File: src/rtl/hex_rx_parser_pkg.sv
// Shared definitions for the hex receive parser.
// Holds the ASCII codes the parser reacts to and the FSM state encoding.
// No ports; imported by the interface-using modules of this block.
package hex_rx_parser_pkg;

  // ASCII codes of separators and the FIFO-clear command
  localparam logic [7:0] ASC_SP    = 8'h20;
  localparam logic [7:0] ASC_CR    = 8'h0D;
  localparam logic [7:0] ASC_LF    = 8'h0A;
  localparam logic [7:0] ASC_COMMA = 8'h2C;
  localparam logic [7:0] ASC_R_UP  = 8'h52;
  localparam logic [7:0] ASC_R_LO  = 8'h72;

  // Parser state: EMPTY = no nibble held, HIGH = high nibble held
  typedef enum logic {
    ST_EMPTY = 1'b0,
    ST_HIGH  = 1'b1
  } state_t;

endpackage

File: src/rtl/hex_rx_parser_if.sv
// Byte stream bundle between the UART receiver, the parser and the INBOX FIFO.
// Signals:
//   i_wr, i_data   received-byte strobe and ASCII byte (UART -> parser)
//   i_full         FIFO full flag (FIFO -> parser)
//   o_wr, o_data   FIFO push strobe and parsed byte (parser -> FIFO)
//   o_fifo_rst     one-cycle FIFO clear pulse (parser -> FIFO)
// Modports: slave = parser side, master = environment side.
interface hex_rx_parser_if;
  logic       i_wr;
  logic [7:0] i_data;
  logic       i_full;
  logic       o_wr;
  logic [7:0] o_data;
  logic       o_fifo_rst;

  modport slave (
    input  i_wr, i_data, i_full,
    output o_wr, o_data, o_fifo_rst
  );

  modport master (
    output i_wr, i_data, i_full,
    input  o_wr, o_data, o_fifo_rst
  );
endinterface

File: src/rtl/hex_rx_parser_hex_digit_decode.sv
// Combinational ASCII character classifier; inverse of hex2asc.
// Ports:
//   i_chr       ASCII character
//   o_val       nibble value 0-15 (0 when not a digit)
//   o_is_digit  '0'-'9', 'A'-'F', 'a'-'f'
//   o_is_sep    space, CR, LF or comma
//   o_is_cmd    'R' or 'r'
module hex_digit_decode
  import hex_rx_parser_pkg::*;
(
  input  logic [7:0] i_chr,
  output logic [3:0] o_val,
  output logic       o_is_digit,
  output logic       o_is_sep,
  output logic       o_is_cmd
);

  // Classify the character and derive its nibble value
  always_comb begin
    o_val      = 4'h0;
    o_is_digit = 1'b0;
    o_is_sep   = 1'b0;
    o_is_cmd   = 1'b0;
    if ((i_chr >= 8'h30) && (i_chr <= 8'h39)) begin
      o_is_digit = 1'b1;
      o_val      = i_chr[3:0];
    end else if (((i_chr >= 8'h41) && (i_chr <= 8'h46)) ||
                 ((i_chr >= 8'h61) && (i_chr <= 8'h66))) begin
      // Letters A-F / a-f have low nibble 1-6; adding 9 gives 10-15
      o_is_digit = 1'b1;
      o_val      = i_chr[3:0] + 4'd9;
    end else if ((i_chr == ASC_SP) || (i_chr == ASC_CR) ||
                 (i_chr == ASC_LF) || (i_chr == ASC_COMMA)) begin
      o_is_sep = 1'b1;
    end else if ((i_chr == ASC_R_UP) || (i_chr == ASC_R_LO)) begin
      o_is_cmd = 1'b1;
    end else begin
      o_val = 4'h0;
    end
  end

endmodule

File: src/rtl/hex_rx_parser.sv
// Hex receive parser: turns pairs of ASCII hex digits into bytes pushed into
// the INBOX FIFO, decodes the 'R'/'r' FIFO-clear command and keeps saturating
// error and drop counters.
// Ports:
//   clk         system clock
//   reset_n     synchronous active-low reset
//   bus         byte stream bundle (slave side): i_wr/i_data/i_full in,
//               o_wr/o_data/o_fifo_rst out (all outputs registered)
//   o_pending   high while a high nibble is held
//   o_err_cnt   saturating count of invalid characters / lone digits
//   o_drop_cnt  saturating count of bytes lost to a full FIFO
module hex_rx_parser
  import hex_rx_parser_pkg::*;
#(
  parameter int CNT_W      = 8,
  parameter bit SEP_SINGLE = 1'b1
) (
  input  logic             clk,
  input  logic             reset_n,
  hex_rx_parser_if.slave   bus,
  output logic             o_pending,
  output logic [CNT_W-1:0] o_err_cnt,
  output logic [CNT_W-1:0] o_drop_cnt
);

  localparam logic [CNT_W-1:0] CNT_MAX = {CNT_W{1'b1}};

  logic [3:0]       w_val;
  logic             w_is_digit;
  logic             w_is_sep;
  logic             w_is_cmd;

  state_t           r_state;
  state_t           w_next_state;
  logic [3:0]       r_nib;
  logic [3:0]       w_next_nib;
  logic             w_emit;
  logic [7:0]       w_emit_data;
  logic             w_clr;
  logic             w_err;

  logic             r_wr;
  logic [7:0]       r_data;
  logic             r_fifo_rst;
  logic [CNT_W-1:0] r_err_cnt;
  logic [CNT_W-1:0] r_drop_cnt;

  hex_digit_decode u_dec (
    .i_chr      (bus.i_data),
    .o_val      (w_val),
    .o_is_digit (w_is_digit),
    .o_is_sep   (w_is_sep),
    .o_is_cmd   (w_is_cmd)
  );

  // Next-state and per-character actions; only strobed bytes are looked at
  always_comb begin
    w_next_state = r_state;
    w_next_nib   = r_nib;
    w_emit       = 1'b0;
    w_emit_data  = 8'h00;
    w_clr        = 1'b0;
    w_err        = 1'b0;
    if (bus.i_wr) begin
      case (r_state)
        ST_EMPTY: begin
          if (w_is_digit) begin
            w_next_state = ST_HIGH;
            w_next_nib   = w_val;
          end else if (w_is_sep) begin
            w_next_state = ST_EMPTY;
          end else if (w_is_cmd) begin
            w_clr = 1'b1;
          end else begin
            w_err = 1'b1;
          end
        end
        ST_HIGH: begin
          // Every character from HIGH consumes the held nibble
          w_next_state = ST_EMPTY;
          w_next_nib   = 4'h0;
          if (w_is_digit) begin
            w_emit      = 1'b1;
            w_emit_data = {r_nib, w_val};
          end else if (w_is_sep) begin
            if (SEP_SINGLE) begin
              w_emit      = 1'b1;
              w_emit_data = {4'h0, r_nib};
            end else begin
              w_err = 1'b1;
            end
          end else if (w_is_cmd) begin
            w_clr = 1'b1;
          end else begin
            w_err = 1'b1;
          end
        end
        default: begin
          w_next_state = ST_EMPTY;
          w_next_nib   = 4'h0;
        end
      endcase
    end else begin
      w_next_state = r_state;
    end
  end

  // State, held nibble, output registers and saturating counters
  always_ff @(posedge clk) begin
    if (!reset_n) begin
      r_state    <= ST_EMPTY;
      r_nib      <= 4'h0;
      r_wr       <= 1'b0;
      r_data     <= 8'h00;
      r_fifo_rst <= 1'b0;
      r_err_cnt  <= {CNT_W{1'b0}};
      r_drop_cnt <= {CNT_W{1'b0}};
    end else begin
      r_state    <= w_next_state;
      r_nib      <= w_next_nib;
      r_wr       <= w_emit & ~bus.i_full;
      r_fifo_rst <= w_clr;
      if (w_emit && !bus.i_full) begin
        r_data <= w_emit_data;
      end
      if (w_emit && bus.i_full && (r_drop_cnt != CNT_MAX)) begin
        r_drop_cnt <= r_drop_cnt + CNT_W'(1);
      end
      if (w_err && (r_err_cnt != CNT_MAX)) begin
        r_err_cnt <= r_err_cnt + CNT_W'(1);
      end
    end
  end

  assign bus.o_wr       = r_wr;
  assign bus.o_data     = r_data;
  assign bus.o_fifo_rst = r_fifo_rst;
  assign o_pending      = (r_state == ST_HIGH);
  assign o_err_cnt      = r_err_cnt;
  assign o_drop_cnt     = r_drop_cnt;

endmodule

File: src/flat_wrapper.sv
// flat-port wrapper written by rule: the top's interface ports become plain ports
module hex_rx_parser_flat import hex_rx_parser_pkg::*;
#(
  parameter int CNT_W      = 8,
  parameter bit SEP_SINGLE = 1'b1
)
  (clk, reset_n, o_pending, o_err_cnt, o_drop_cnt, bus_i_wr, bus_i_data, bus_i_full, bus_o_wr, bus_o_data, bus_o_fifo_rst);
  hex_rx_parser_if bus_i ();
  input  logic clk;
  input  logic reset_n;
  output logic o_pending;
  output logic [CNT_W-1:0] o_err_cnt;
  output logic [CNT_W-1:0] o_drop_cnt;
  input wire logic [$bits(bus_i.i_wr)-1:0] bus_i_wr;
  input wire logic [$bits(bus_i.i_data)-1:0] bus_i_data;
  input wire logic [$bits(bus_i.i_full)-1:0] bus_i_full;
  output wire logic [$bits(bus_i.o_wr)-1:0] bus_o_wr;
  output wire logic [$bits(bus_i.o_data)-1:0] bus_o_data;
  output wire logic [$bits(bus_i.o_fifo_rst)-1:0] bus_o_fifo_rst;
  assign bus_i.i_wr = bus_i_wr;
  assign bus_i.i_data = bus_i_data;
  assign bus_i.i_full = bus_i_full;
  assign bus_o_wr = bus_i.o_wr;
  assign bus_o_data = bus_i.o_data;
  assign bus_o_fifo_rst = bus_i.o_fifo_rst;
  hex_rx_parser #(.CNT_W(CNT_W), .SEP_SINGLE(SEP_SINGLE)) u_core (.clk(clk), .reset_n(reset_n), .bus(bus_i), .o_pending(o_pending), .o_err_cnt(o_err_cnt), .o_drop_cnt(o_drop_cnt));
endmodule
File: config.mk
export PLATFORM = sky130hd
export DESIGN_NAME = hex_rx_parser_flat
export DESIGN_NICKNAME = d
export VERILOG_FILES = /design/src/rtl/hex_rx_parser_pkg.sv /design/src/rtl/hex_rx_parser_if.sv /design/src/rtl/hex_rx_parser_hex_digit_decode.sv /design/src/rtl/hex_rx_parser.sv /design/src/flat_wrapper.sv
export SDC_FILE = /design/constraint.sdc
export NUM_CORES = 1
export LEC_CHECK = 0
export ABC_AREA = 0
export ABC_CLOCK_PERIOD_IN_PS = 3100
export BUFFER_PORTS_ARGS = -buffer_cell sky130_fd_sc_hd__buf_4
export CAP_MARGIN = 20
export CORE_AREA = 2 2 47 92
export CTS_CLUSTER_DIAMETER = 200
export CTS_CLUSTER_SIZE = 25
export DETAILED_ROUTE_END_ITERATION = 8
export DIE_AREA = 0 0 49 94
export PLACE_DENSITY = 0.66
export SLEW_MARGIN = 20
export SYNTH_ARGS = -nofsm -noshare
export SYNTH_HDL_FRONTEND = slang
export SYNTH_SLANG_ARGS = --single-unit
File: constraint.sdc
create_clock -name clk -period 3.1 [get_ports clk]
set_input_delay 0.465 -clock clk [delete_from_list [all_inputs] [get_ports clk]]
set_output_delay 0.465 -clock clk [all_outputs]
set_load 0.1 [all_outputs]
[After elaboration in Yosys (flattened, before gate mapping)]
Index checks and enable logic that the tools add are counted.
Cells by class
  add/subtract/negate cells: 3
  multipliers: 0
  div/mod/pow operators: 0
  magnitude comparators: 6
  equality and inequality tests: 9
  shift operators: 0
  multiplexer cells: 28
  bitwise logic cells: 4
  reduce and logical (&&, ||, !) cells: 16
Operator list (count)
  $mux W8: 3
  $mux W1: 19
  $add A8 B1 Y8 const B: 2
  $eq A8 B4 Y1 const B: 2
  $eq A8 B6 Y1 const B: 2
  $eq A8 B7 Y1 const B: 2
  $ge A8 B7 Y1 const B: 2
  $le A8 B7 Y1 const B: 2
  $mux W4: 4
  $ne A8 B8 Y1 const B: 2
  $ge A8 B6 Y1 const B: 1
  $le A8 B6 Y1 const B: 1
  $pmux W4 S2: 1
  $logic_and A1 B1 Y1: 7
  $logic_or A1 B1 Y1: 5
  $add A4 B4 Y4 const B: 1
  $reduce_and A2 Y1: 2
  $not A1 Y1: 3
  $reduce_or A3 Y1: 1
  $ne A2 B2 Y1 const B: 1
  $pmux W1 S2: 1
  $and A1 B1 Y1: 1
  $logic_not A1 Y1: 1
Word-level totals
  register bits after elaboration: 31
  latch bits: 0
  memory bits (writable): 0
  memory bits (read-only): 0
  input port bits: 12
  memories: 0

[Logic depth before layout (Yosys ltp)]
Gate-level depths: netlist of run 1.
  depth in word-level cells: 13
  gate-level depth with buffers: 8

[Hierarchy]
From an unflattened synthesis of run 1, not the netlist that was laid out.
Unflattened totals
  cell total of the unflattened synthesis: 181
  area total of the unflattened synthesis: 1599.0 µm²
Modules (own cells, without submodules)
  hex_rx_parser: times used 1, cells an instance 152, area an instance 1328.8 µm², sequential area each 620.6 µm²
  hex_digit_decode: times used 1, cells an instance 29, area an instance 270.3 µm², sequential area each 0.0 µm²

[Worst setup path after synthesis of run 1]
No wires, ideal clock.
  kind: input -> register
  from: in bus_i_data[7]
  to: reg u_core.r_drop_cnt[7], in the netlist u_core.o_drop_cnt[7]
  setup time: 0.070 ns
  arrival: 2.133 ns
  slack: 0.896 ns
  cell stages on the path: 5
  path through: or4b_4 > a311oi_4 > a211oi_2 > or4_1 > a21oi_1
On the way
  cells in the longest elaborated chain, start to end: 13
  elaborated cells on any way between the ends: 28
Ends and longest elaborated chain
  start: declaration: RTL line flat_wrapper.sv:15  | input wire logic [$bits(bus_i.i_data)-1:0] bus_i_data;
  parallel branches: the longest is 8 deep, another holds $ge A8 B7 Y1
  $mux W1 (*): RTL line hex_rx_parser.sv:82  | if (w_is_digit) begin
  $mux W1 (*): RTL line hex_rx_parser.sv:65  | case (r_state)
  $mux W1 (*): RTL line hex_rx_parser.sv:64  | if (bus.i_wr) begin
  $logic_and A1 B1 Y1 (*) (2 in series): RTL line hex_rx_parser.sv:126  | if (w_emit && bus.i_full && (r_drop_cnt != CNT_MAX)) begin
  end signal: assignment: RTL line hex_rx_parser.sv:117  | r_drop_cnt <= {CNT_W{1'b0}};
  end signal: assignment: RTL line hex_rx_parser.sv:127  | r_drop_cnt <= r_drop_cnt + CNT_W'(1);
  end: declaration: RTL line hex_rx_parser.sv:46  | logic [CNT_W-1:0] r_drop_cnt;
Mark *: on every way between the ends.
A chain may end at the register's enable or synchronous reset.

[Worst setup path in the final report of run 1]
  from: in bus_i_data[0]
  to: reg u_core.r_err_cnt[5], in the netlist u_core.o_err_cnt[5]
On the way
  cells in the longest elaborated chain, start to end: 12
  elaborated cells on any way between the ends: 34
Ends and longest elaborated chain
  parallel branches: the longest is 9 deep, another holds $ge A8 B7 Y1
  $mux W1 (*): RTL line hex_rx_parser.sv:67, hex_rx_parser.sv:82
  $mux W1 (*): RTL line hex_rx_parser.sv:64
  $logic_and A1 B1 Y1 (*): RTL line hex_rx_parser.sv:129  | if (w_err && (r_err_cnt != CNT_MAX)) begin
  end signal: assignment: RTL line hex_rx_parser.sv:116  | r_err_cnt <= {CNT_W{1'b0}};
  end signal: assignment: RTL line hex_rx_parser.sv:130  | r_err_cnt <= r_err_cnt + CNT_W'(1);
  end: declaration: RTL line hex_rx_parser.sv:45  | logic [CNT_W-1:0] r_err_cnt;
Marked as above.

==> results of run 1 <==
[layer usage]
metal  share of wire [%]  wire, microns
met4                 2.7            110
met1                  37           1510
met5                   0              0
met3                 3.3            134
met2                  57           2320
[registers in the layout, summed over array words and instances, names as in the netlist]
name and count:
u_core.bus.o_wr 1, u_core.o_pending 1, u_core.o_err_cnt 8, u_core.bus.o_fifo_rst 1, u_core.o_drop_cnt 8, u_core.r_nib 4
u_core.bus.o_data 8
[logic make-up after synthesis]
| group | share of synthesized area, % |
|---|---|
| AO/OA/AOI/OAI | 21.2 |
| multiplexers | 4.74 |
| adder cells (fa/ha/maj) | 4.44 |
| AND/OR/NAND/NOR | 29.2 |
| flip-flops | 36.7 |
| XOR/XNOR | 0.518 |
| buffers and inverters | 3.18 |
[layout by cell type, fill, tap and decap left out, types with 5 or more instances in the layout]
cell / Yosys / final
mux2i_1: 8 / 8
clkbuf_8: 0 / 6
a31oi_1: 5 / 5
and3_1: 7 / 7
o21ai_1: 5 / 5
nand4_1: 7 / 7
buf_4: 1 / 38
a21oi_1: 14 / 14
inv_1: 6 / 6
nand2b_1: 8 / 8
nand2_1: 30 / 30
nand3_1: 10 / 10
dfxtp_1: 31 / 31
nor2_1: 5 / 5
ha_1: 6 / 6
o31ai_1: 5 / 5
[power groups by stage]
stage	logic (mW)	clock network, mW	registers (mW)
6_report	0.106	0.327	0.406
5_1_grt	0.117	0.349	0.407
4_1_cts	0.107	0.330	0.406
3_5_place_dp	0.107	0	0.415
3_3_place_gp	0.106	0	0.415
2_1_floorplan	0.0499	0	0.438
[how the worst max path moves through the flow]
stage | startpoint | endpoint | slack [ns] | cells past startpoint
4_1_cts | bus_i_data[0] | u_core.o_err_cnt[7] | 0.77 | 8
6_report | bus_i_data[0] | u_core.o_err_cnt[5] | 0.78 | 8
3_3_place_gp | bus_i_data[0] | u_core.o_err_cnt[7] | 0.53 | 8
5_1_grt | bus_i_data[0] | u_core.o_err_cnt[6] | 0.56 | 8
2_1_floorplan | bus_i_data[7] | u_core.o_drop_cnt[7] | 0.90 | 5
3_5_place_dp | bus_i_data[0] | u_core.o_err_cnt[7] | 0.48 | 8
[final cells by class]
cell class	instances	area share, %
Clock buffer	6	3.94
Clock inverter	1	0.239
Inverter	6	1.07
Multi-Input combinational cell	158	48.5
Sequential cell	31	29.6
Tap cell	51	3.04
Timing Repair Buffer	38	13.6
[worst max-delay path: cells and delay by family]
kind	cells	cell delay, ns
buffers and inverters	2	0.22
AND/OR/NAND/NOR	2	0.95
AO/OA/AOI/OAI	3	0.68
adder cells (fa/ha/maj)	1	0.21
[through the flow]
step           setup WS, ns  hold slack, ns  instances  cell area [sq um]
2_1_floorplan         0.896           0.442        202               1690
3_3_place_gp          0.533           0.441        284               2010
3_5_place_dp          0.475           0.446        284               2010
4_1_cts               0.767           0.456        291               2100
5_1_grt               0.560           0.458        291               2100
6_report              0.779           0.453        291               2100
==> flow_metrics.py, run 1 <==
metrics = {
    "timing": {
        "max_freq_mhz": 431,
        "slew_headroom_pct": 53.7,
        "fin_skew_ns": 0.00867,
        "fin_crit_ns": 2.32,
        "hold_violations": 0,
        "drv_slew": 0,
        "finalSetupViolations": 0,
        "worstMarginPinSlew_ns": 0.694,
        "fin_crit_sh_pct": 74.9,
        "setup_tns_ns": 0,
        "rsz0062_at_grt": "no",
    },
    "power": {
        "switching_power_mw": 0.230,
        "leakagePower_nw": 0.823,
        "peakVddDrop_uv": 311,
        "power_frac_comb_pct": 12.7,
        "pwr_density_cell_nw_per_um2": 400,
        "clockPowerShare_pct": 38.9,
        "p_seq_share_pct": 48.4,
        "power_mw": 0.839,
        "p_int_mw": 0.610,
        "sw_frac_of_total_pct": 27.4,
    },
    "logic_synthesis": {
        "synth_nets": 220,
        "synth_common_cells": "31 x dfxtp_1, 30 x nand2_1, 14 x a21oi_1",
        "synthTopCellsByArea": "dfxtp_1 37%, nand2_1 6.7%, mux2i_1 4.7%",
        "async_reset_ff_share_pct": 0,
        "ys.flop_type": "dfxtp_1",
        "yosysWarnings": 0,
        "yosysUniqueCellTypes": 47,
        "synth_area_per_cell_sq_um": 8.37,
        "yosysMostFrequentCell": "dfxtp_1",
        "synth_top_cell_by_area": "dfxtp_1",
        "yosysTopAreaCellShare_pct": 36.7,
        "ys_seq_area_share_pct": 36.7,
        "synthCells": 202,
        "synth_edf_count": 0,
        "ys_ff_latch": 31,
        "syn-cell-area_sq_um": 1690,
    },
    "clocking": {
        "cts_root_buf": "clkbuf_8",
        "htree_num_levels": 2,
        "cts_buffer_depth": 2,
        "numClockSinks": 31,
        "cts_hold_buf": 0,
        "numCtsBuffers": 5,
        "cts_tree": "built",
        "clock_latency_ns": 0.29,
        "cts_resized": 0,
        "post_cts_buffers": 0,
        "cts.clk_slew.worst_paths_ns": 0.06,
    },
    "setup_path": {
        "ff2ff_setup_slack_ns": 1.49,
        "critical_path.cell_chain": "buf_4 -> inv_1 -> ha_1 -> nor3b_1 -> a311oi_4 -> a211o_1 -> or4_1 -> a21oi_1",
        "critPathArrivalTime_ns": 2.53,
        "setup.worst_path.end_class": "flip-flop",
        "start_kind": "input port",
        "slowest_stage": "or4_1",
        "rr_endpoint": "u_core.o_drop_cnt[7]",
        "worstSetupPathType": "in -> reg",
        "r2r-start": "u_core.o_drop_cnt[0]",
        "r2r_cells": 6,
        "cp_max_fo": 19,
        "crit_path_max_incr_delay_ns": 0.53,
        "worst-endpoint-required_ns": 3.31,
    },
    "grt": {
        "grt_pass1_wl_mm": 6.89,
        "grt_max_degree": 36,
        "met1_usage_pct": 19.1,
        "met3_usage_pct": 3.03,
        "grt_pass1_vias": 1517,
        "grt.overflow.total": 0,
        "grtUsageMet2_pct": 37.2,
        "track_usage_pct": 19.5,
        "antenna_found_initial": 0,
        "busiest_layer": "met2",
    },
    "floorplanning": {
        "die_x_microns": 49,
        "dieArea_sq_um": 4610,
        "rows": 32,
        "start_util_pct": 43.5,
        "die_y_microns": 94,
        "top_level_ports": 39,
        "core_sq_um": 3880,
    },
    "routing": {
        "dr.first_iter.drc_count": 33,
        "ant_nets": 0,
        "drcViolationCount": 0,
        "wl_per_cell_microns": 14.0,
        "drt_pass1_iterations": 4,
        "drt-total-wl_mm": 4.07,
        "via_per_inst": 5.63,
        "num_vias": 1637,
    },
    "final_layout": {
        "antenna_cells": 0,
        "fill_cells": 399,
        "fin_nets": 258,
        "area_growth_pct": 24.0,
        "final_util_pct": 54.0,
        "final_layout_size_suffix_gt1_share_pct": 22.1,
        "seqCellArea_sq_um": 621,
        "multi_input_area_sq_um": 1020,
    },
    "place": {
        "gp_congestion": 0.847,
        "dp_hpwl_mm": 3.07,
        "port_buffers": 38,
    },
    "min_path": {
        "min_from": "u_core.bus.o_data[7]",
        "hold_class": "reg -> reg",
        "whs_endpoint": "u_core.bus.o_data[7]",
        "hold-path-cell-count": 2,
    },
    "outcome": {
        "status": "complete, no violations",
    },
    "job": {
        "max_cap_violations": 0,
    },
}
Power figures use the tool's default switching activity.
==> inputs of run 2 (changes only) <==
- ABC_CLOCK_PERIOD_IN_PS: 3100 -> 2400
- clock period: 3.1 -> 2.4 ns (I/O delays scaled with it)
==> run 2 against run 1 <==
Global-route usage rose by 0.24 points; clock skew fell by 0.0048 ns; critical path depth fell by 1; combinational power rose by 47%; die area did not move; first-iteration DRC count rose by 27%; worst setup slack got worse by 0.42 ns.
==> flow_metrics.py, run 2 (synthesis results as in run 1) <==
metrics = {
    "outcome": {
        "status": "complete, no violations",
    },
    "routing": {
        "wl_per_cell_microns": 13.6,
        "ant_nets": 0,
        "via_per_inst": 5.58,
        "drt-total-wl_mm": 4.17,
        "dr.first_iter.drc_count": 42,
        "drt_pass1_iterations": 4,
        "drcViolationCount": 0,
        "num_vias": 1706,
    },
    "setup_path": {
        "worst-endpoint-required_ns": 2.62,
        "critical_path.cell_chain": "buf_4 -> or4b_4 -> a311oi_4 -> buf_4 -> a211oi_2 -> or4_1 -> a21oi_1",
        "worstSetupPathType": "in -> reg",
        "crit_path_max_incr_delay_ns": 0.56,
        "cp_max_fo": 6,
        "start_kind": "input port",
        "slowest_stage": "or4b_4",
        "setup.worst_path.end_class": "flip-flop",
        "critPathBufInv": 2,
        "worst_path_most_repeated_cell": "buf_4",
        "crit_family": "simple AND/OR/NAND/NOR gates",
        "critPathArrivalTime_ns": 2.25,
    },
    "place": {
        "dp_hpwl_mm": 3.23,
        "dp.cells": 299,
        "gp_congestion": 0.878,
        "port_buffers": 38,
        "dp_slack_ns": 0.0556,
        "dpl_cell_area_sq_um": 2130,
    },
    "grt": {
        "grt_max_degree": 36,
        "antenna_found_initial": 0,
        "grt.overflow.total": 0,
        "grt_pass1_wl_mm": 6.89,
        "grt_pass1_vias": 1578,
        "track_usage_pct": 19.8,
    },
    "floorplanning": {
        "die_x_microns": 49,
        "top_level_ports": 39,
        "core_sq_um": 3880,
        "dieArea_sq_um": 4610,
        "rows": 32,
        "die_y_microns": 94,
        "start_util_pct": 43.5,
    },
    "timing": {
        "fin_crit_ns": 2.04,
        "finalSetupViolations": 0,
        "rsz0062_at_grt": "no",
        "fin_skew_ns": 0.00387,
        "setup_tns_ns": 0,
        "hold_violations": 0,
        "worst_slack_ns": 0.361,
        "drv_slew": 0,
        "slew_headroom_pct": 61.5,
        "worstMarginPinSlew_ns": 0.575,
        "max_freq_mhz": 491,
        "fin_crit_sh_pct": 84.9,
    },
    "final_layout": {
        "antenna_cells": 0,
        "seqCellArea_sq_um": 621,
        "final_layout_size_suffix_gt1_share_pct": 26.7,
        "instances_no_fill": 306,
        "fill_cells": 392,
        "final_area_sq_um": 2220,
        "final_cell_mix": "52 x buf_4, 31 x dfxtp_1, 30 x nand2_1",
        "area_growth_pct": 31.4,
        "final_util_pct": 57.2,
        "fin_nets": 273,
        "final_common_cell": "buf_4",
        "multi_input_area_sq_um": 1020,
    },
    "clocking": {
        "post_cts_buffers": 0,
        "numCtsBuffers": 5,
        "cts_hold_buf": 0,
        "cts_tree": "built",
        "cts_resized": 0,
        "numClockSinks": 31,
        "cts_buffer_depth": 2,
        "cts.clk_slew.worst_paths_ns": 0.06,
        "cts_root_buf": "clkbuf_8",
        "clock_latency_ns": 0.29,
        "htree_num_levels": 2,
    },
    "power": {
        "sw_frac_of_total_pct": 27.2,
        "clockPowerShare_pct": 38.2,
        "p_int_mw": 0.801,
        "switching_power_mw": 0.300,
        "leakagePower_nw": 0.903,
        "p_seq_share_pct": 47.7,
        "pwr_density_cell_nw_per_um2": 496,
        "peakVddDrop_uv": 352,
        "power_frac_comb_pct": 14.1,
    },
    "job": {
        "max_cap_violations": 0,
    },
    "min_path": {
        "hold_class": "in -> reg",
    },
}
==> run 2: cell count changes in the layout (fill, tap and decap cells not counted), sizes merged <==
cell | previous run | this run
buf | 38 | 53
==> run 2: cell type report <==
cell class / count / share of cell area (%)
multi-input cells: 158 / 45.7
well taps: 51 / 2.87
clock inverters: 1 / 0.225
repair buffers: 53 / 18.5
clock buffers: 6 / 3.72
flip-flops and latches: 31 / 27.9
inverters: 6 / 1.01
==> run 2: final timing paths <==
path	start	to	slack [ns]	cells after the start
worst min register to register	u_core.bus.o_data[5]	u_core.bus.o_data[5]	0.45	2
worst min-delay path	bus_i_data[7]	u_core.bus.o_fifo_rst	0.38	4
worst max-delay path	bus_i_data[7]	u_core.o_drop_cnt[7]	0.36	7
worst max register to register	u_core.o_drop_cnt[0]	u_core.o_drop_cnt[7]	0.80	6
==> run 2: power groups by stage <==
| stage | clock [mW] | combinational, mW | sequential (mW) |
|---|---|---|---|
| floorplan | 0 | 0.0644 | 0.566 |
| global placement | 0 | 0.155 | 0.536 |
| detailed placement | 0 | 0.156 | 0.536 |
| CTS | 0.425 | 0.156 | 0.525 |
| global route | 0.448 | 0.169 | 0.525 |
| finish | 0.421 | 0.156 | 0.525 |
==> run 2: worst reg2reg max path, stage by stage (launching register included) <==
cell     delay, ns
dfxtp_1       0.34
ha_1          0.23
nand3_1       0.10
or2_2         0.12
nand3_1       0.16
or4_1         0.43
a21oi_1       0.15
==> run 2: layer usage <==
metal / vias up / share of wire [%] / wire length, microns / GRT usage (%)
li1: 857 / - / - / -
met1: 798 / 37 / 1520 / 17.7
met2: 38 / 56 / 2330 / 38.1
met3: 13 / 2.9 / 122 / 3.50
met4: 0 / 4.5 / 187 / 14.5
met5: - / 0 / 0 / 0
==> run 2: per-stage QoR <==
step           hold slack (ns)  total power, mW
6_report                 0.385             1.10
5_1_grt                  0.415             1.14
4_1_cts                  0.388             1.11
3_5_place_dp             0.446            0.693
3_3_place_gp             0.441            0.692
2_1_floorplan            0.442            0.630
